**config.mk**
```make
export PLATFORM = sky130hd
export DESIGN_NAME = rf_wb_arbiter
export DESIGN_NICKNAME = d
export VERILOG_FILES = /design/src/rtl/rf_pkg.sv /design/src/rtl/rf_wb_fifo.sv /design/src/rtl/rf_wb_arbiter.sv
export SDC_FILE = /design/constraint.sdc
export NUM_CORES = 1
export LEC_CHECK = 0
export CAP_MARGIN = 20
export CORE_MARGIN = 2
export CORE_UTILIZATION = 54
export DETAILED_ROUTE_END_ITERATION = 10
export PLACE_DENSITY = 0.8
export SETUP_SLACK_MARGIN = 0.2
export SLEW_MARGIN = 0
export SYNTH_ARGS = -nofsm -noshare
export SYNTH_HDL_FRONTEND = slang
export SYNTH_SLANG_ARGS = --single-unit
```
**constraint.sdc**
```tcl
create_clock -name clk -period 3.8 [get_ports clk]
set_clock_uncertainty 0.05 [all_clocks]
set_input_delay 0.95 -clock clk [delete_from_list [all_inputs] [get_ports clk]]
set_output_delay 0.95 -clock clk [all_outputs]
set_load 0.01 [all_outputs]
```
**src/rtl/rf_pkg.sv**
```systemverilog
// Shared register-file definitions used by the write-back path.
package rf_pkg;

    localparam int unsigned REG_ADDR_W = 5;
    localparam int unsigned XLEN       = 32;

    localparam logic [REG_ADDR_W-1:0] REG_ZERO = '0;

    // One pending register-file write: destination index plus data.
    typedef struct packed {
        logic [REG_ADDR_W-1:0] rd;
        logic [XLEN-1:0]       data;
    } wb_req_t;

endpackage

```
**src/rtl/rf_wb_fifo.sv**
```systemverilog
// Synchronous FIFO of pending register writes. Pointers carry one extra wrap
// bit so full/empty need no separate counter. Also reports, per entry, whether
// a valid entry targets the queried register.
module rf_wb_fifo
    import rf_pkg::*;
#(
    parameter int unsigned DEPTH = 4
) (
    input  logic                    clk,
    input  logic                    reset,
    input  logic                    i_push,
    input  wb_req_t                 i_data,
    input  logic                    i_pop,
    input  logic [REG_ADDR_W-1:0]   i_rd_q,
    output wb_req_t                 o_head,
    output logic                    o_full,
    output logic                    o_empty,
    output logic [$clog2(DEPTH):0]  o_count,
    output logic [DEPTH-1:0]        o_match
);

    localparam int unsigned AW = $clog2(DEPTH);

    logic [AW:0]  r_wr_ptr;
    logic [AW:0]  r_rd_ptr;
    wb_req_t      r_mem [DEPTH];

    logic         w_do_push;
    logic         w_do_pop;
    logic [AW:0]  w_count;

    assign o_empty   = (r_wr_ptr == r_rd_ptr);
    assign o_full    = (r_wr_ptr[AW] != r_rd_ptr[AW]) &&
                       (r_wr_ptr[AW-1:0] == r_rd_ptr[AW-1:0]);
    assign w_do_push = i_push && !o_full;
    assign w_do_pop  = i_pop && !o_empty;
    assign w_count   = r_wr_ptr - r_rd_ptr;
    assign o_count   = w_count;
    assign o_head    = r_mem[r_rd_ptr[AW-1:0]];

    // Pointer update; reset empties the queue.
    always_ff @(posedge clk or posedge reset) begin
        if (reset) begin
            r_wr_ptr <= '0;
            r_rd_ptr <= '0;
        end else begin
            if (w_do_push) r_wr_ptr <= r_wr_ptr + 1'b1;
            if (w_do_pop)  r_rd_ptr <= r_rd_ptr + 1'b1;
        end
    end

    // Entry storage; contents are only meaningful between the pointers.
    always_ff @(posedge clk) begin
        if (w_do_push) r_mem[r_wr_ptr[AW-1:0]] <= i_data;
    end

    // Entry i is live when its distance from the read pointer is below count.
    always_comb begin
        logic [AW-1:0] v_off;
        o_match = '0;
        v_off   = '0;
        for (int unsigned i = 0; i < DEPTH; i++) begin
            v_off      = AW'(i) - r_rd_ptr[AW-1:0];
            o_match[i] = ({1'b0, v_off} < w_count) && (r_mem[i].rd == i_rd_q);
        end
    end

endmodule

```
**src/rtl/rf_wb_arbiter.sv**
```systemverilog
// Register-file write-back arbiter: merges the ALU result channel and a
// buffered load-return channel onto the single write port. ALU has priority;
// a FIFO head that keeps losing is forced through after STARVE_MAX cycles.
module rf_wb_arbiter
    import rf_pkg::*;
#(
    parameter int unsigned DEPTH      = 4,
    parameter int unsigned STARVE_MAX = 3
) (
    input  logic                    clk,
    input  logic                    reset,
    input  logic                    alu_valid,
    output logic                    alu_ready,
    input  logic [REG_ADDR_W-1:0]   alu_rd,
    input  logic [XLEN-1:0]         alu_data,
    input  logic                    ld_valid,
    output logic                    ld_ready,
    input  logic [REG_ADDR_W-1:0]   ld_rd,
    input  logic [XLEN-1:0]         ld_data,
    output logic                    rf_we,
    output logic [REG_ADDR_W-1:0]   rf_rd,
    output logic [XLEN-1:0]         rf_wdata,
    input  logic [REG_ADDR_W-1:0]   chk_rs,
    output logic                    chk_busy,
    output logic [$clog2(DEPTH):0]  fifo_count
);

    localparam int unsigned SW = $clog2(STARVE_MAX + 1);

    logic                   r_rf_we;
    logic [REG_ADDR_W-1:0]  r_rf_rd;
    logic [XLEN-1:0]        r_rf_wdata;
    logic [SW-1:0]          r_starve;

    logic                   w_full;
    logic                   w_empty;
    logic                   w_alu_wr;
    logic                   w_pop;
    logic                   w_push;
    logic                   w_starved;
    wb_req_t                w_head;
    wb_req_t                w_ld_req;
    logic [DEPTH-1:0]       w_match;

    assign w_starved = !w_empty && (r_starve >= SW'(STARVE_MAX));
    assign alu_ready = !w_starved;
    assign ld_ready  = !w_full;

    // rd==0 transfers are accepted but never reach the port or the queue.
    assign w_alu_wr  = alu_valid && alu_ready && (alu_rd != REG_ZERO);
    assign w_pop     = !w_empty && !w_alu_wr;
    assign w_push    = ld_valid && ld_ready && (ld_rd != REG_ZERO);
    assign w_ld_req  = '{rd: ld_rd, data: ld_data};

    rf_wb_fifo #(
        .DEPTH (DEPTH)
    ) u_fifo (
        .clk     (clk),
        .reset   (reset),
        .i_push  (w_push),
        .i_data  (w_ld_req),
        .i_pop   (w_pop),
        .i_rd_q  (chk_rs),
        .o_head  (w_head),
        .o_full  (w_full),
        .o_empty (w_empty),
        .o_count (fifo_count),
        .o_match (w_match)
    );

    // Starvation counter: counts cycles a waiting head loses to the ALU.
    always_ff @(posedge clk or posedge reset) begin
        if (reset) begin
            r_starve <= '0;
        end else if (w_empty || w_pop) begin
            r_starve <= '0;
        end else if (r_starve < SW'(STARVE_MAX)) begin
            r_starve <= r_starve + 1'b1;
        end
    end

    // Registered write port; index and data hold when no write is issued.
    always_ff @(posedge clk or posedge reset) begin
        if (reset) begin
            r_rf_we    <= 1'b0;
            r_rf_rd    <= '0;
            r_rf_wdata <= '0;
        end else if (w_alu_wr) begin
            r_rf_we    <= 1'b1;
            r_rf_rd    <= alu_rd;
            r_rf_wdata <= alu_data;
        end else if (w_pop) begin
            r_rf_we    <= 1'b1;
            r_rf_rd    <= w_head.rd;
            r_rf_wdata <= w_head.data;
        end else begin
            r_rf_we    <= 1'b0;
        end
    end

    assign rf_we    = r_rf_we;
    assign rf_rd    = r_rf_rd;
    assign rf_wdata = r_rf_wdata;

    assign chk_busy = (chk_rs != REG_ZERO) &&
                      ((|w_match) || (r_rf_we && (r_rf_rd == chk_rs)));

endmodule

```
==> reports/summary.txt <==
die area = 15,800 um2
vias after detailed routing = 4,579
ranking of synthesized cells by area = edfxtp_1 55%, dfrtp_1 14%, mux4_2 10%
die width = 126 um
Worst path depth = 11
PwrDens = 813 nW/um2
first-pass GRT wire length = 26,000 um
Crit-path slowest cell = fa_2
share of the yosys chip area belonging to registers = 69.8%
number of synthesized register bits = 194
Rows = 44
share of cells above drive strength 1 = 18.8%
crit path DAT = 2770 ps
smallest hold slack = 392 ps
Post-DP Area = 9580 um2
fmax = 265 MHz
Max FO, Critical Path = 5
Clk Latency, worst-skew pair = 420 ps
post-DP HPWL = 10,800 um
largest net degree at the start of global routing = 47
R2R cell count = 9
crit end category = output port
IO Port Bufs = 126
Max VDD drop = 0.442 mV
Leak = 0.00362 uW
drt wl/cell = 20.7 um
Cells after Synth = 467
Slew headroom = 59.3%
vias in the first global route = 4,835
post-route minimum period = 3770 ps
DRC = 0
status = finished, final reports clean
CP Class = reg2out
Tightest Hold Check Type = reg2reg
max-slew violations = 0
IO Pins = 127
CP endpoint = chk_busy
worst path cell trace = inv_2 -> ha_4 -> inv_2 -> fa_2 -> clkinv_4 -> ha_4 -> a21oi_2 -> o2111ai_1 -> nand3_1 -> o22a_1 -> buf_2
Top delay family on crit path = adder cells
Initial Util = 55.2%
Core Region = 14,500 um2
initial DRC count = 336
WL final = 16,700 um
Worst R2R Setup Slack = 1270 ps
Mapped Area = 8020 um2
clock-pin transition on the worst setup and hold timing paths = 60 ps
# diodes = 0
final instance area = 10,300 um2
filler-free cell count of the finished design = 810
# nets final = 712
Detailed Routing Iterations Pass 1 = 4
grt ovf = 0
via/cell ratio = 5.65
beginning of the worst register-to-register path = u_fifo.r_rd_ptr[0]$_DFFE_PP0P_
DP Cell Count = 772
CTS tree = yes
crit-path max cell delay = 580 ps
root buffer selected by CTS = clkbuf_16
worst slew pin tran = 611 ps
buffers plus inverters on the worst setup path = 4
unrepaired setup endpoints after global routing = true
crit path launch = u_fifo.r_wr_ptr[0]$_DFFE_PP0P_
maxcap violations = 0
Setup crit start kind = register
post-route clock period utilization = 99.2%
post-synth top area share = 55.4%
setup violators final = 0
RR Endpoint = rf_wdata[16]$_DFFE_PP0P_
GP Congestion = 0.864
Yosys warnings = 0
Synth cell types = 34
clk sinks = 194
Syn Nets = 566
Mean Syn Cell Area = 17.2 um2
CP Data Required Time = 2800 ps
ANT nets after route = 0
Die Y = 126 um
initial antenna violation count = 0
synth-to-layout area growth = 28.4%
Post-Route Utilization = 70.8%
H-Tree Level Count = 4
area leader, netlist = edfxtp_1
Layout fillers = 932
GR Util All Layers = 21.9%
Hold Fails Final Rpt = 0
CTS buffer count = 17
# hold bufs at CTS = 0
CTS max path bufs = 2
==> per-layer routing <==
layer / track usage (%) / vias to the layer above / wire (um)
met5: 0 / - / 0
met4: 7.63 / 0 / 227
met3: 5.23 / 20 / 818
met2: 38.1 / 135 / 9240
met1: 27.0 / 2345 / 6460
li1: - / 2079 / -
==> power by group <==
| group | internal (uW) | switching [uW] | total, uW |
|---|---|---|---|
| logic | 1740 | 1720 | 3460 |
| clock network | 989 | 726 | 1720 |
| registers | 2930 | 270 | 3200 |
==> cells by family (layout without fill, tap and decap cells) <==
logic type	after synthesis	in the layout	share of synthesized area (%)
flip-flops	194	194	69.8
multiplexers	72	72	14.8
AND/OR/NAND/NOR	62	62	3.43
AO/OA/AOI/OAI	54	54	3.92
buffers and inverters	38	197	2.04
XOR/XNOR	31	31	3.48
adder cells (fa/ha/maj)	16	16	2.59
==> worst register-to-register path: stages (launching register included) <==
cell and delay (ps):
dfrtp_2 390, buf_4 240, inv_1 80, ha_1 360, nand2_1 160, o21ai_1 380
o211ai_4 130, buf_4 280, nor2_1 240, a21oi_1 70
==> cells in the final DEF (no fill, tap or decap), types with 2 or more instances in the layout <==
cell and instances:
inv_1 10, edfxtp_1 148, a21oi_1 35, nand2_1 5
clkbuf_1 2, o2111ai_1 3, ha_1 10, a21oi_2 3
nand3_1 3, clkinv_4 2, and2_2 4, dfrtp_2 2
mux2i_1 35, clkdlybuf4s50_1 125, o21ai_0 4, buf_12 2
buf_4 23, a32oi_1 2, clkbuf_16 17, clkbuf_8 5
nor2_1 37, xor2_1 18, mux4_2 37, inv_2 3
clkinv_2 3, xnor2_1 12, ha_4 5, dfrtp_1 44
nor3_1 5
==> per-stage QoR <==
| stage | setup WS [ps] | setup TNS [ps] | power, uW |
|---|---|---|---|
| after floorplan | 307 | 0 | 5120 |
| after global placement | -10.3 | -10.3 | 6300 |
| after detailed placement | -101 | -101 | 6400 |
| after CTS | 69.9 | 0 | 8230 |
| after global routing | -21.6 | -21.6 | 8800 |
| final | 30.8 | 0 | 8370 |
==> cells in the mapped netlist <==
library cell,number
edfxtp_1,148
dfrtp_1,46
nor2_1,39
a21oi_1,38
mux4_2,37
mux2i_1,35
xor2_1,18
ha_1,15
buf_2,14
inv_1,14
xnor2_1,12
clkbuf_1,7
and2_1,5
nand2_1,5
nor3_1,5
o2111ai_1,4
o21ai_0,4
nand3_1,3
a32oi_1,2
buf_1,2
buf_4,1
fa_1,1
nor3b_1,1
nor4_1,1
o211ai_2,1
o21ai_1,1
o21ai_2,1
o22a_1,1
o22ai_1,1
o311a_1,1
or3_1,1
or4_1,1
or4_4,1
xor2_2,1
==> worst min path at each step <==
stage	startpoint	to	slack (ps)	cells after the start
global placement	r_starve[0]$_DFFE_PP0P_	r_starve[0]$_DFFE_PP0P_	380	1
finish	r_starve[0]$_DFFE_PP0P_	r_starve[0]$_DFFE_PP0P_	390	1
CTS	r_starve[0]$_DFFE_PP0P_	r_starve[0]$_DFFE_PP0P_	390	1
detailed placement	r_starve[0]$_DFFE_PP0P_	r_starve[0]$_DFFE_PP0P_	390	1
floorplan	r_starve[0]$_DFFE_PP0P_	r_starve[0]$_DFFE_PP0P_	370	1
global route	r_starve[0]$_DFFE_PP0P_	r_starve[0]$_DFFE_PP0P_	410	1
==> state kept, by name (all words and copies together) (netlist names) <==
| signal | flops |
|---|---|
| r_starve | 2 |
| rf_rd | 5 |
| rf_wdata | 32 |
| rf_we | 1 |
| u_fifo.r_mem | 148 |
| u_fifo.r_rd_ptr | 3 |
| u_fifo.r_wr_ptr | 3 |
==> layout make-up <==
| class | count | area (um2) | area share, % |
|---|---|---|---|
| clock inverters | 8 | 73.8 | 0.717 |
| repair buffers | 151 | 1470 | 14.3 |
| well taps | 184 | 230 | 2.24 |
| clock buffers | 24 | 502 | 4.87 |
| inverters | 14 | 57.6 | 0.559 |
| multi-input cells | 235 | 2370 | 23.0 |
| flip-flops and latches | 194 | 5600 | 54.4 |
==> timing repair <==
| item | CTS | global route |
|---|---|---|
| setup endpoints to repair | 2 | 3 |
| pin swaps | 6 | 5 |
| gates cloned | 0 | 0 |
| gates resized for setup | 8 | 13 |
| buffers inserted | 3 | 2 |
No activity file was read; power rests on OpenSTA's default activity.
==> variant, RTL diff (same flow settings) <==
Change the package constant `REG_ZERO` from '0 to 1.
--- a/src/rtl/rf_pkg.sv
+++ b/src/rtl/rf_pkg.sv
@@ -6,3 +6,3 @@
 
-    localparam logic [REG_ADDR_W-1:0] REG_ZERO = '0;
+    localparam logic [REG_ADDR_W-1:0] REG_ZERO = 1;
 
Formal check against the unedited RTL: not equivalent (a bounded check fails within 4 cycles, from zero or initial values and one cycle with reset high).
==> variant against the unedited design <==
  * Non-clock buffer count is the same
  * Routed wire length grew 3.7%
  * Sequential cell count is the same
  * Synthesized area is essentially flat
  * Power grew 0.66%
  * Worst setup slack gained 0.037 ns
  * First-iteration DRC count shrank 21%
  * Global-route usage grew 1.4 points
  * Final area is essentially flat
  * Critical endpoint unchanged
==> variant: results (changes against the unedited design) <==
result of the run=complete, no violations (unchanged); number of global-route vias before repair=5139 (was 4835); Routed met2 length=8.914 mm (was 9.237 mm); total routed wirelength=17.37 mm (was 16.75 mm); multiplexer area fraction after synthesis=14.89% (was 14.76%); maximum VDD drop=595.6 µV (was 442.0 µV); First DRT Iteration DRCs=265 (was 336); met3 WL=1.265 mm (was 818 µm); mean instance size in the synthesized netlist=17.04 µm² (was 17.17 µm²); sequential fraction of the synthesis area=69.71% (was 69.78%); WL/cell=21.34 µm (was 20.67 µm); standard cell area after detailed placement=9633 µm² (was 9578 µm²); main area contributors after synthesis=edfxtp_1, dfrtp_1, mux4_2 (unchanged); Synth Area in Compound Gates=3.726% (was 3.916%); XOR/XNOR share of the synthesized area=3.476% (was 3.479%); net switching fraction of the power=33.23% (was 32.40%); Synth Area in Adders=2.588% (was 2.590%); Post-Place Cells=779 (was 772); Power Sequential=0.00321 W (was 0.00320 W); Met1 Wirelength=6.842 mm (was 6.462 mm); remaining max-slew budget at the tightest pin=48.13% (was 59.27%); placer's final routability congestion estimate=0.9576 (was 0.8635); GRT Resource Usage Total=23.21% (was 21.85%); placed wire-length estimate=11.38 mm (was 10.79 mm); cell leakage power=3.614 nW (was 3.615 nW); maximum number of pins on one net before global-route repair=73 (was 47); Total Nets Final=716 (was 712); register share of total power=38.1% (was 38.2%)
## variant: cell count changes after synthesis, sizes merged, moves of 2 or more
cell and delta:
and2 -4, inv +4, nor2 +4, buf -2
clkbuf +2, o21ai -2, or4b +2
## variant: path summary, 6_finish.rpt
check / startpoint / end / slack, ns / depth (start not counted)
max reg2reg: u_fifo.r_rd_ptr[0] / u_fifo.r_mem[3][13] / 0.99 / 7
min reg2reg: r_starve[0] / r_starve[0] / 0.39 / 1
max: u_fifo.r_wr_ptr[0] / chk_busy / 0.07 / 12
min in group asynchronous: reset / rf_wdata[5] / 0.86 / 2
min: r_starve[0] / r_starve[0] / 0.39 / 1
max in group asynchronous: reset / r_starve[0] / 2.19 / 3
## variant: repair_timing
action,CTS,global route
buffers inserted,1,2
hold buffers,0,0
endpoints found under the setup margin,2,3
pin swaps,9,1
resized for setup,19,5
## variant: routing by layer
layer	vias to the layer above	GRT usage [%]
li1	2078	-
met1	2342	30.08
met2	186	38.05
met3	28	6.202
met4	0	8.920
met5	-	0
## variant: kinds of logic (layout without fill, tap and decap cells)
| family | after synthesis | in the layout |
|---|---|---|
| adder cells (fa/ha/maj) | 16 | 16 |
| AND/OR/NAND/NOR | 63 | 63 |
| multiplexers | 73 | 73 |
| AO/OA/AOI/OAI | 52 | 52 |
| XOR/XNOR | 31 | 31 |
| flip-flops | 194 | 194 |
| buffers and inverters | 42 | 201 |
## variant: area by class of cell
cell class                      count  area (µm²)
Sequential cell                   194        5598
Fill cell                         930        4233
Multi-Input combinational cell    235        2377
Timing Repair Buffer              151        1469
Clock buffer                       18       439.2
Tap cell                          184       230.2
Clock inverter                     14       113.9
Inverter                           18       73.82
